### config.mk
export PLATFORM = sky130hd
export DESIGN_NAME = alu_issue_ctrl
export DESIGN_NICKNAME = d
export VERILOG_FILES = /design/src/rtl/alu_pkg.sv /design/src/rtl/alu_res_fifo.sv /design/src/rtl/alu_issue_ctrl.sv
export SDC_FILE = /design/constraint.sdc
export NUM_CORES = 1
export LEC_CHECK = 0
export CORE_ASPECT_RATIO = 0.5
export CORE_UTILIZATION = 40
export CTS_CLUSTER_SIZE = 25
export DETAILED_ROUTE_END_ITERATION = 10
export GPL_TIMING_DRIVEN = 0
export PLACE_DENSITY_LB_ADDON = 0.05
export SETUP_SLACK_MARGIN = 0.5
export SYNTH_ARGS = -nofsm -noshare
export SYNTH_HDL_FRONTEND = slang
export SYNTH_HIERARCHICAL = 1
export SYNTH_SLANG_ARGS = --single-unit
export TNS_END_PERCENT = 100
### constraint.sdc
create_clock -name clk -period 3.3 [get_ports clk]
set_clock_uncertainty 0.15 [all_clocks]
set_input_delay 0.66 -clock clk [delete_from_list [all_inputs] [get_ports clk]]
set_output_delay 0.66 -clock clk [all_outputs]
set_load 0.005 [all_outputs]
### src/rtl/alu_pkg.sv
// Shared definitions for the ALU issue controller.
//   op_e       : compact 4-bit command opcodes (0x0..0xB legal, 0xC..0xF illegal)
//   FN_*       : 6-bit ALU function codes; fn[5:4] selects cmp/arith/bool/shift
//   dec_t      : decoded {fn, illegal} pair
//   op_decode  : opcode -> dec_t; illegal opcodes issue as ADD with the flag set
package alu_pkg;

  typedef enum logic [3:0] {
    OP_ADD   = 4'h0,
    OP_SUB   = 4'h1,
    OP_AND   = 4'h2,
    OP_OR    = 4'h3,
    OP_XOR   = 4'h4,
    OP_MOVA  = 4'h5,
    OP_SHL   = 4'h6,
    OP_SHR   = 4'h7,
    OP_SRA   = 4'h8,
    OP_CMPEQ = 4'h9,
    OP_CMPLT = 4'hA,
    OP_CMPLE = 4'hB
  } op_e;

  // Bool group: fn[3:0] is the truth table indexed by {b,a}.
  localparam logic [5:0] FN_ADD   = 6'b010000;
  localparam logic [5:0] FN_SUB   = 6'b010001;
  localparam logic [5:0] FN_AND   = 6'b101000;
  localparam logic [5:0] FN_OR    = 6'b101110;
  localparam logic [5:0] FN_XOR   = 6'b100110;
  localparam logic [5:0] FN_MOVA  = 6'b101010;
  localparam logic [5:0] FN_SHL   = 6'b110000;
  localparam logic [5:0] FN_SHR   = 6'b110001;
  localparam logic [5:0] FN_SRA   = 6'b110011;
  localparam logic [5:0] FN_CMPEQ = 6'b000010;
  localparam logic [5:0] FN_CMPLT = 6'b000100;
  localparam logic [5:0] FN_CMPLE = 6'b000110;

  typedef struct packed {
    logic [5:0] fn;
    logic       illegal;
  } dec_t;

  function automatic dec_t op_decode(input logic [3:0] op);
    dec_t d;
    d.fn      = FN_ADD;
    d.illegal = 1'b0;
    case (op_e'(op))
      OP_ADD:   d.fn = FN_ADD;
      OP_SUB:   d.fn = FN_SUB;
      OP_AND:   d.fn = FN_AND;
      OP_OR:    d.fn = FN_OR;
      OP_XOR:   d.fn = FN_XOR;
      OP_MOVA:  d.fn = FN_MOVA;
      OP_SHL:   d.fn = FN_SHL;
      OP_SHR:   d.fn = FN_SHR;
      OP_SRA:   d.fn = FN_SRA;
      OP_CMPEQ: d.fn = FN_CMPEQ;
      OP_CMPLT: d.fn = FN_CMPLT;
      OP_CMPLE: d.fn = FN_CMPLE;
      default:  d.illegal = 1'b1;
    endcase
    return d;
  endfunction

endpackage

### src/rtl/alu_res_fifo.sv
// 2-entry synchronous result FIFO with a registered head.
//   clk, rst_n : clock, async active-low reset (entries cleared to 0)
//   push/wdata : write one entry (caller guarantees count<2 or a same-cycle pop)
//   pop        : drop the head (caller guarantees count>0)
//   head       : entry 0, straight from a register
//   count      : occupancy 0..2
module alu_res_fifo #(
  parameter int DATA_W = 37
) (
  input  logic              clk,
  input  logic              rst_n,
  input  logic              push,
  input  logic [DATA_W-1:0] wdata,
  input  logic              pop,
  output logic [DATA_W-1:0] head,
  output logic [1:0]        count
);

  // mem[0] is always the head, so the output needs no read mux.
  logic [1:0][DATA_W-1:0] mem;

  assign head = mem[0];

  always_ff @(posedge clk or negedge rst_n) begin
    if (!rst_n) begin
      mem   <= '0;
      count <= 2'd0;
    end else begin
      case ({push, pop})
        2'b10: begin
          if (count == 2'd0) mem[0] <= wdata;
          else               mem[1] <= wdata;
          count <= count + 2'd1;
        end
        2'b01: begin
          mem[0] <= mem[1];
          count  <= count - 2'd1;
        end
        2'b11: begin
          // Occupancy unchanged; with 2 entries the tail slides into the head.
          if (count == 2'd1) begin
            mem[0] <= wdata;
          end else begin
            mem[0] <= mem[1];
            mem[1] <= wdata;
          end
        end
        default: ;
      endcase
    end
  end

endmodule

### src/rtl/alu_issue_ctrl.sv
// Command-side initiator for the external combinational ALU.
//   in_*   : valid/ready command port (4-bit opcode, operands, tag)
//   alu_*  : registered drive to the ALU, alu_out is its combinational result
//   out_*  : in-order valid/ready result port with tag and illegal-op flag
//   err_count : saturating count of accepted illegal opcodes
// One issue stage (S1) feeds the ALU; its result is captured into a 2-entry FIFO.
module alu_issue_ctrl
  import alu_pkg::*;
#(
  parameter int WIDTH    = 32,
  parameter int TAG_W    = 4,
  parameter int ERRCNT_W = 16
) (
  input  logic                clk,
  input  logic                rst_n,
  input  logic                in_valid,
  output logic                in_ready,
  input  logic [3:0]          in_op,
  input  logic [WIDTH-1:0]    in_a,
  input  logic [WIDTH-1:0]    in_b,
  input  logic [TAG_W-1:0]    in_tag,
  output logic [WIDTH-1:0]    alu_a,
  output logic [WIDTH-1:0]    alu_b,
  output logic [5:0]          alu_fn,
  input  logic [WIDTH-1:0]    alu_out,
  output logic                out_valid,
  input  logic                out_ready,
  output logic [WIDTH-1:0]    out_result,
  output logic [TAG_W-1:0]    out_tag,
  output logic                out_err,
  output logic [ERRCNT_W-1:0] err_count
);

  localparam int ENT_W = 1 + TAG_W + WIDTH;

  dec_t             dec;
  logic             s1_valid;
  logic             s1_illegal;
  logic [TAG_W-1:0] s1_tag;
  logic             accept;
  logic             push;
  logic             pop;
  logic             push_ok;
  logic [1:0]       fifo_count;
  logic [ENT_W-1:0] wdata;
  logic [ENT_W-1:0] head;

  assign dec = op_decode(in_op);

  // A pop frees a slot in the same cycle, so a full FIFO still takes a push
  // when the consumer is draining; this is the out_ready -> in_ready path.
  assign pop      = out_valid && out_ready;
  assign push_ok  = (fifo_count < 2'd2) || pop;
  assign push     = s1_valid && push_ok;
  assign in_ready = !s1_valid || push_ok;
  assign accept   = in_valid && in_ready;

  assign wdata = {s1_illegal, s1_tag, s1_illegal ? {WIDTH{1'b0}} : alu_out};

  always_ff @(posedge clk or negedge rst_n) begin
    if (!rst_n) begin
      s1_valid   <= 1'b0;
      s1_illegal <= 1'b0;
      s1_tag     <= '0;
      alu_a      <= '0;
      alu_b      <= '0;
      alu_fn     <= '0;
    end else if (accept) begin
      s1_valid   <= 1'b1;
      s1_illegal <= dec.illegal;
      s1_tag     <= in_tag;
      alu_a      <= in_a;
      alu_b      <= in_b;
      alu_fn     <= dec.fn;
    end else if (push) begin
      // ALU operands are left as-is; only the stage is freed.
      s1_valid   <= 1'b0;
    end
  end

  // Counted at accept so the count tracks commands the caller issued.
  always_ff @(posedge clk or negedge rst_n) begin
    if (!rst_n)
      err_count <= '0;
    else if (accept && dec.illegal && (err_count != {ERRCNT_W{1'b1}}))
      err_count <= err_count + ERRCNT_W'(1);
  end

  alu_res_fifo #(.DATA_W(ENT_W)) u_fifo (
    .clk   (clk),
    .rst_n (rst_n),
    .push  (push),
    .wdata (wdata),
    .pop   (pop),
    .head  (head),
    .count (fifo_count)
  );

  assign out_valid = (fifo_count != 2'd0);
  assign {out_err, out_tag, out_result} = head;

endmodule
After elaboration in Yosys (flattened, before gate mapping)
Index checks and enable logic that the tools add are counted.
{"block": "word_totals", "elab_cells": 63, "regBits": 168, "memories": 0, "romBits": 0, "out_inout_bits": 125, "latch_bits": 0, "ram_bits": 0, "input_bits": 108}
{"block": "op_classes", "n_reduce_logical": 18, "n_shift": 0, "div": 0, "n_mul": 0, "n_eq_ne": 19, "bitwise": 0, "addsub": 3, "order_cmp": 1, "muxes": 12}
{"op": "$mux 37", "count": 4}
{"op": "$pmux 37 s3", "count": 1}
{"op": "$pmux 37 s2", "count": 1}
{"op": "$pmux 6 s11", "count": 1}
{"op": "$mux 32", "count": 1}
{"op": "$add 16x1->16 const B", "count": 1}
{"op": "$eq 4x3->1 const B", "count": 4}
{"op": "$eq 4x4->1 const B", "count": 4}
{"op": "$ne 16x16->1 const B", "count": 1}
{"op": "$reduce_or 12->1", "count": 1}
{"op": "$eq 4x2->1 const B", "count": 2}
{"op": "$reduce_bool 2->1", "count": 4}
{"op": "$logic_and 1x1->1", "count": 5}
{"op": "$eq 2x1->1 const B", "count": 2}
{"op": "$eq 2x2->1 const B", "count": 2}
{"op": "$eq 4x1->1 const B", "count": 1}
{"op": "$logic_not 4->1", "count": 1}
{"op": "$ne 2x2->1 const B", "count": 2}
{"op": "$pmux 2 s2", "count": 1}
{"op": "$mux 1", "count": 3}
{"op": "$reduce_and 3->1", "count": 1}
{"op": "$reduce_bool 3->1", "count": 1}
{"op": "$add 2x1->2 const B", "count": 1}
{"op": "$logic_not 2->1", "count": 1}
{"op": "6 further kinds", "count": 7}

Longest topological paths before layout
{"block": "depth", "ltp_word": 7, "mapped_depth": 10, "mapped_depth_nobuf": 7}

By module
The synthesis kept the hierarchy.
{"module": "alu_issue_ctrl", "instances": 1, "seq_area_each_um2": 2302.2, "area_per_inst_um2": 3931.3, "cells_per_inst": 294}
{"module": "alu_res_fifo", "instances": 1, "seq_area_each_um2": 1901.8, "area_per_inst_um2": 3870.0, "cells_per_inst": 352}

Worst setup path before layout
No wires, ideal clock.
{"block": "synth_path", "kind": "register to register", "from": "register u_fifo.count[0]", "to": "register u_fifo/mem[43] in the netlist's numbering", "stages_incl_launch_ff": 9, "t_arrival_ns": 2.012, "period_less_slack_ns": 2.287, "required_ns": 3.025, "slack_ns": 1.013, "n_path_buf": 2, "setup_ns": 0.125, "cell_sequence": "dfrtp_1 -> or2_2 -> and2_1 -> ha_1 -> a22oi_1 -> o21a_1 -> buf_6 -> buf_12 -> mux2_4"}
{"block": "synth_between", "elab_chain_cells": 7, "elab_cells_between_ends": 14, "cone_classes": "1 x order compare; 5 x eq/ne; 1 x mux; 7 x reduce/logical"}
{"item": "from (decl)", "line_no": "alu_res_fifo.sv:16", "text": "output logic [1:0] count"}
{"item": "from (signal assigned)", "line_no": "alu_res_fifo.sv:33", "text": "count <= count + 2'd1;"}
{"item": "from (signal assigned)", "line_no": "alu_res_fifo.sv:37", "text": "count <= count - 2'd1;"}
{"item": "$reduce_bool 2->1 (*)", "line_no": "alu_issue_ctrl.sv:99", "text": "assign out_valid = (fifo_count != 2'd0);"}
{"item": "net out_valid", "line_no": "alu_issue_ctrl.sv:26", "text": "output logic out_valid,"}
{"item": "$logic_and 1x1->1 (*)", "line_no": "alu_issue_ctrl.sv:52", "text": "assign pop = out_valid && out_ready;"}
{"item": "net pop", "line_no": "alu_issue_ctrl.sv:42", "text": "logic pop;"}
{"item": "$logic_or 1x1->1", "line_no": "alu_issue_ctrl.sv:53", "text": "assign push_ok = (fifo_count < 2'd2) || pop;"}
{"item": "$logic_and 1x1->1", "line_no": "alu_issue_ctrl.sv:54", "text": "assign push = s1_valid && push_ok;"}
{"item": "$eq 2x2->1", "line_no": "alu_res_fifo.sv:29", "text": "case ({push, pop})"}
{"item": "$ne 2x2->1 (no source line) or $reduce_bool 2->1 (tied branches)"}
{"item": "$reduce_and 3->1 (no source line)"}
{"item": "to (decl)", "line_no": "alu_res_fifo.sv:20", "text": "logic [1:0][DATA_W-1:0] mem;"}
The timed path passes the listed nets; every way through them passes the cells marked *.
A chain may end at the register's enable or synchronous reset.

Worst setup path after layout
{"block": "layout_path", "from": "input port out_ready", "to": "output port in_ready"}
{"block": "layout_between", "elab_chain_cells": 3}
{"item": "from (decl)", "line_no": "alu_issue_ctrl.sv:27", "text": "input logic out_ready,"}
{"item": "$logic_and 1x1->1", "line_no": "alu_issue_ctrl.sv:52"}
{"item": "$logic_or 1x1->1", "line_no": "alu_issue_ctrl.sv:53"}
{"item": "$logic_or 1x1->1", "line_no": "alu_issue_ctrl.sv:55", "text": "assign in_ready = !s1_valid || push_ok;"}
{"item": "to (decl)", "line_no": "alu_issue_ctrl.sv:17", "text": "output logic in_ready,"}
No other way between the ends.

==> results.ini <==
[run_status]
status = finished, final reports clean

[critical_path]
slowest_stage = clkdlybuf4s50_1
cp_data_arrival_time_ns = 1.86
criticalPathCategory = input pin to output port
worstPathMaxFanout = 4
crit_chain = clkdlybuf4s50_1, nand3b_2, clkdlybuf4s50_1
cp-start-kind = input pin
cpPeakStageDelay_ns = 0.55
crit_top_cell = clkdlybuf4s50_1
end_kind = output port
required_ns = 2.49

[global_route]
grt_first_pass_wirelength_microns = 31800
overflow = 0
grt_max_degree = 94
groute.usage.overall_pct = 20.6
first_global_vias = 6104
antenna_found_initial = 1

[timing]
max_slew_margin_pct = 60.1
hold_ws_ns = 0.0437
fin_crit_sh_pct = 81.0
worst_pin_slew_ns = 0.599
fmax_ghz = 0.374
finalHoldViolCount = 0
rsz0062_at_grt = no
drv_slew = 0
setup_viol = 0
worst_slack_ns = 0.626
period_minus_slack_ns = 2.67

[logic_synthesis]
muxShareOfSynthArea_pct = 17.0
yosys.area_share.simple_pct = 9.77
synth_flop_cell = dfrtp_1
synth_top_family_by_area = multiplexers
synth_seq_cells = 168
ys_async_sr_fraction_pct = 100
synth_cells = 646
synthXorXnorAreaFrac_pct = 1.91
ys_warn_count = 6
synth_cell_types = 43
synth_compound_area_share_pct = 9.03
syn_area_sq_um = 7800
synth_edf_count = 0
synth_fp_nets = 761
synth_adder_area_share_pct = 1.12
seq_area_frac_synth_pct = 53.9
syn_area_per_cell_sq_um = 12.1

[cts]
cts-root-buf = clkbuf_16
cts.clk_slew.worst_paths_ns = 0.06
cts_max_level = 4
postCtsSetupRepairBufs = 0
clock-sinks = 168
cts_made_buffers = 17
cts_buffer_depth = 2
worstSkewPairLatency_ns = 0.42
cts_tree = yes

[power_and_ir_drop]
p_total_uw = 8670
p_leak_uw = 0.00471
vdd_drop_max_mv = 0.381
powerDensity_nw_per_um2 = 785

[die]
ios = 233
die_h_microns = 101
start_util_pct = 41.6
num_rows = 35
dieArea_sq_um = 20100
coreArea_sq_um = 18700
dieWidth_microns = 200

[detailed_routing]
drt_iter0_drc = 222
drc = 0
drtAntennaViolNets = 0
drtPass1Iterations = 4
drt-wirelength-per-cell_microns = 16.8
wirelength_microns = 19700
vias = 5810
via_per_inst = 4.96

[place]
dp_slack_ns = 0.109
gp_congestion = 0.749
dp.cells = 1138
dp_hpwl_microns = 13700
port_buffers = 232

[cells_and_area]
final_nets = 1013
most-common-layout-cells = 231 x clkdlybuf4s50_1, 168 x dfrtp_1, 75 x mux2_2
stdcell_count = 1171
fill_cells = 1614
layout_commonest_cell = clkdlybuf4s50_1
drive_above_1_share_pct = 23.5
area_delta_synth_final_pct = 41.6

[flow_run]
drv_cap = 0

[min_path]
hp-class = input pin to asynchronous set/reset pin

final timing paths:
path	from	cells after the start	endpoint	slack (ns)
hold reg to reg	alu_fn[2]	2	alu_fn[2]	0.33
hold / removal	rst_n	1	alu_b[27]	0.04
min in group clk	alu_fn[2]	2	alu_fn[2]	0.33
setup / recovery	out_ready	3	in_ready	0.63
max in group asynchronous	rst_n	2	u_fifo/head[1]	2.07
setup reg to reg	u_fifo/count[1]	8	u_fifo/mem[52]	0.86
cell usage after synthesis, drive strengths merged, types with 5 or more instances:
| master | n | area share, % |
|---|---|---|
| a21oi | 42 | 2.7 |
| a31oi | 37 | 3.0 |
| dfrtp | 168 | 54 |
| xor2 | 16 | 1.8 |
| mux2 | 106 | 17 |
| nand4 | 6 | 0.64 |
| nand2 | 13 | 0.63 |
| inv | 6 | 0.29 |
| nand3 | 42 | 2.7 |
| clkbuf | 16 | 0.77 |
| nor4 | 8 | 0.83 |
| buf | 66 | 6.2 |
| nor2 | 5 | 0.27 |
| o21ai | 42 | 2.7 |
| ha | 7 | 1.1 |
| nor2b | 35 | 2.8 |
flip-flops by register name (all words and copies together), names as in the netlist:
name          cells
u_fifo/head      37
u_fifo/mem       37
alu_a            32
alu_b            32
err_count        16
alu_fn            6
s1_tag            4
u_fifo/count      2
s1_illegal        1
s1_valid          1
per-layer routing:
layer / part of all wire [%] / global-route usage (%) / vias to the layer above
li1: - / - / 2759
met1: 45 / 26.4 / 2845
met2: 46 / 32.5 / 184
met3: 8.4 / 7.63 / 22
met4: 1.3 / 6.52 / 0
met5: 0 / 0 / -
per-stage QoR:
stage | setup TNS (ns) | util (%) | cell area, sq um
finish | 0 | 59.0 | 11000
global route | 0 | 58.9 | 11000
CTS | 0 | 58.9 | 11000
detailed placement | 0 | 55.9 | 10500
global placement | -970.99 | 55.7 | 10400
floorplan | 0 | - | 7800
worst max-delay path: cells and delay by family:
family | cells | cell delay, ns
buffers and inverters | 2 | 1.03
AND/OR/NAND/NOR | 1 | 0.17
power breakdown:
group,switching (uW),leakage [uW],internal (uW)
Clock,849,0.000271,1070
Sequential,423,0.00201,2780
Combinational,1360,0.00243,2200
final cells by class:
| class | count | area, sq um | share of cell area, % |
|---|---|---|---|
| flip-flops and latches | 168 | 4200 | 38.0 |
| multi-input cells | 390 | 3040 | 27.5 |
| repair buffers | 233 | 2350 | 21.3 |
| plain buffers | 82 | 542 | 4.90 |
| clock buffers | 19 | 443 | 4.01 |
| well taps | 259 | 324 | 2.93 |
| clock inverters | 13 | 120 | 1.09 |
| inverters | 6 | 22.5 | 0.204 |
| diodes | 1 | 2.50 | 0.0226 |
logic make-up after synthesis:
family / count (synthesis)
AOI/OAI and AO/OA: 128
adders and majority gates: 7
buffers and inverters: 88
DFF: 168
xor gates and xnor gates: 17
and+or+nand+nor: 130
muxes: 108
repair_timing:
| action | in CTS | in global routing |
|---|---|---|
| resized for setup | 0 | 2 |
| hold endpoints to repair | 0 | 0 |
| endpoints found under the setup margin | 0 | 30 |
| hold buffers | 0 | 0 |
(Power assumes the default switching activity.)
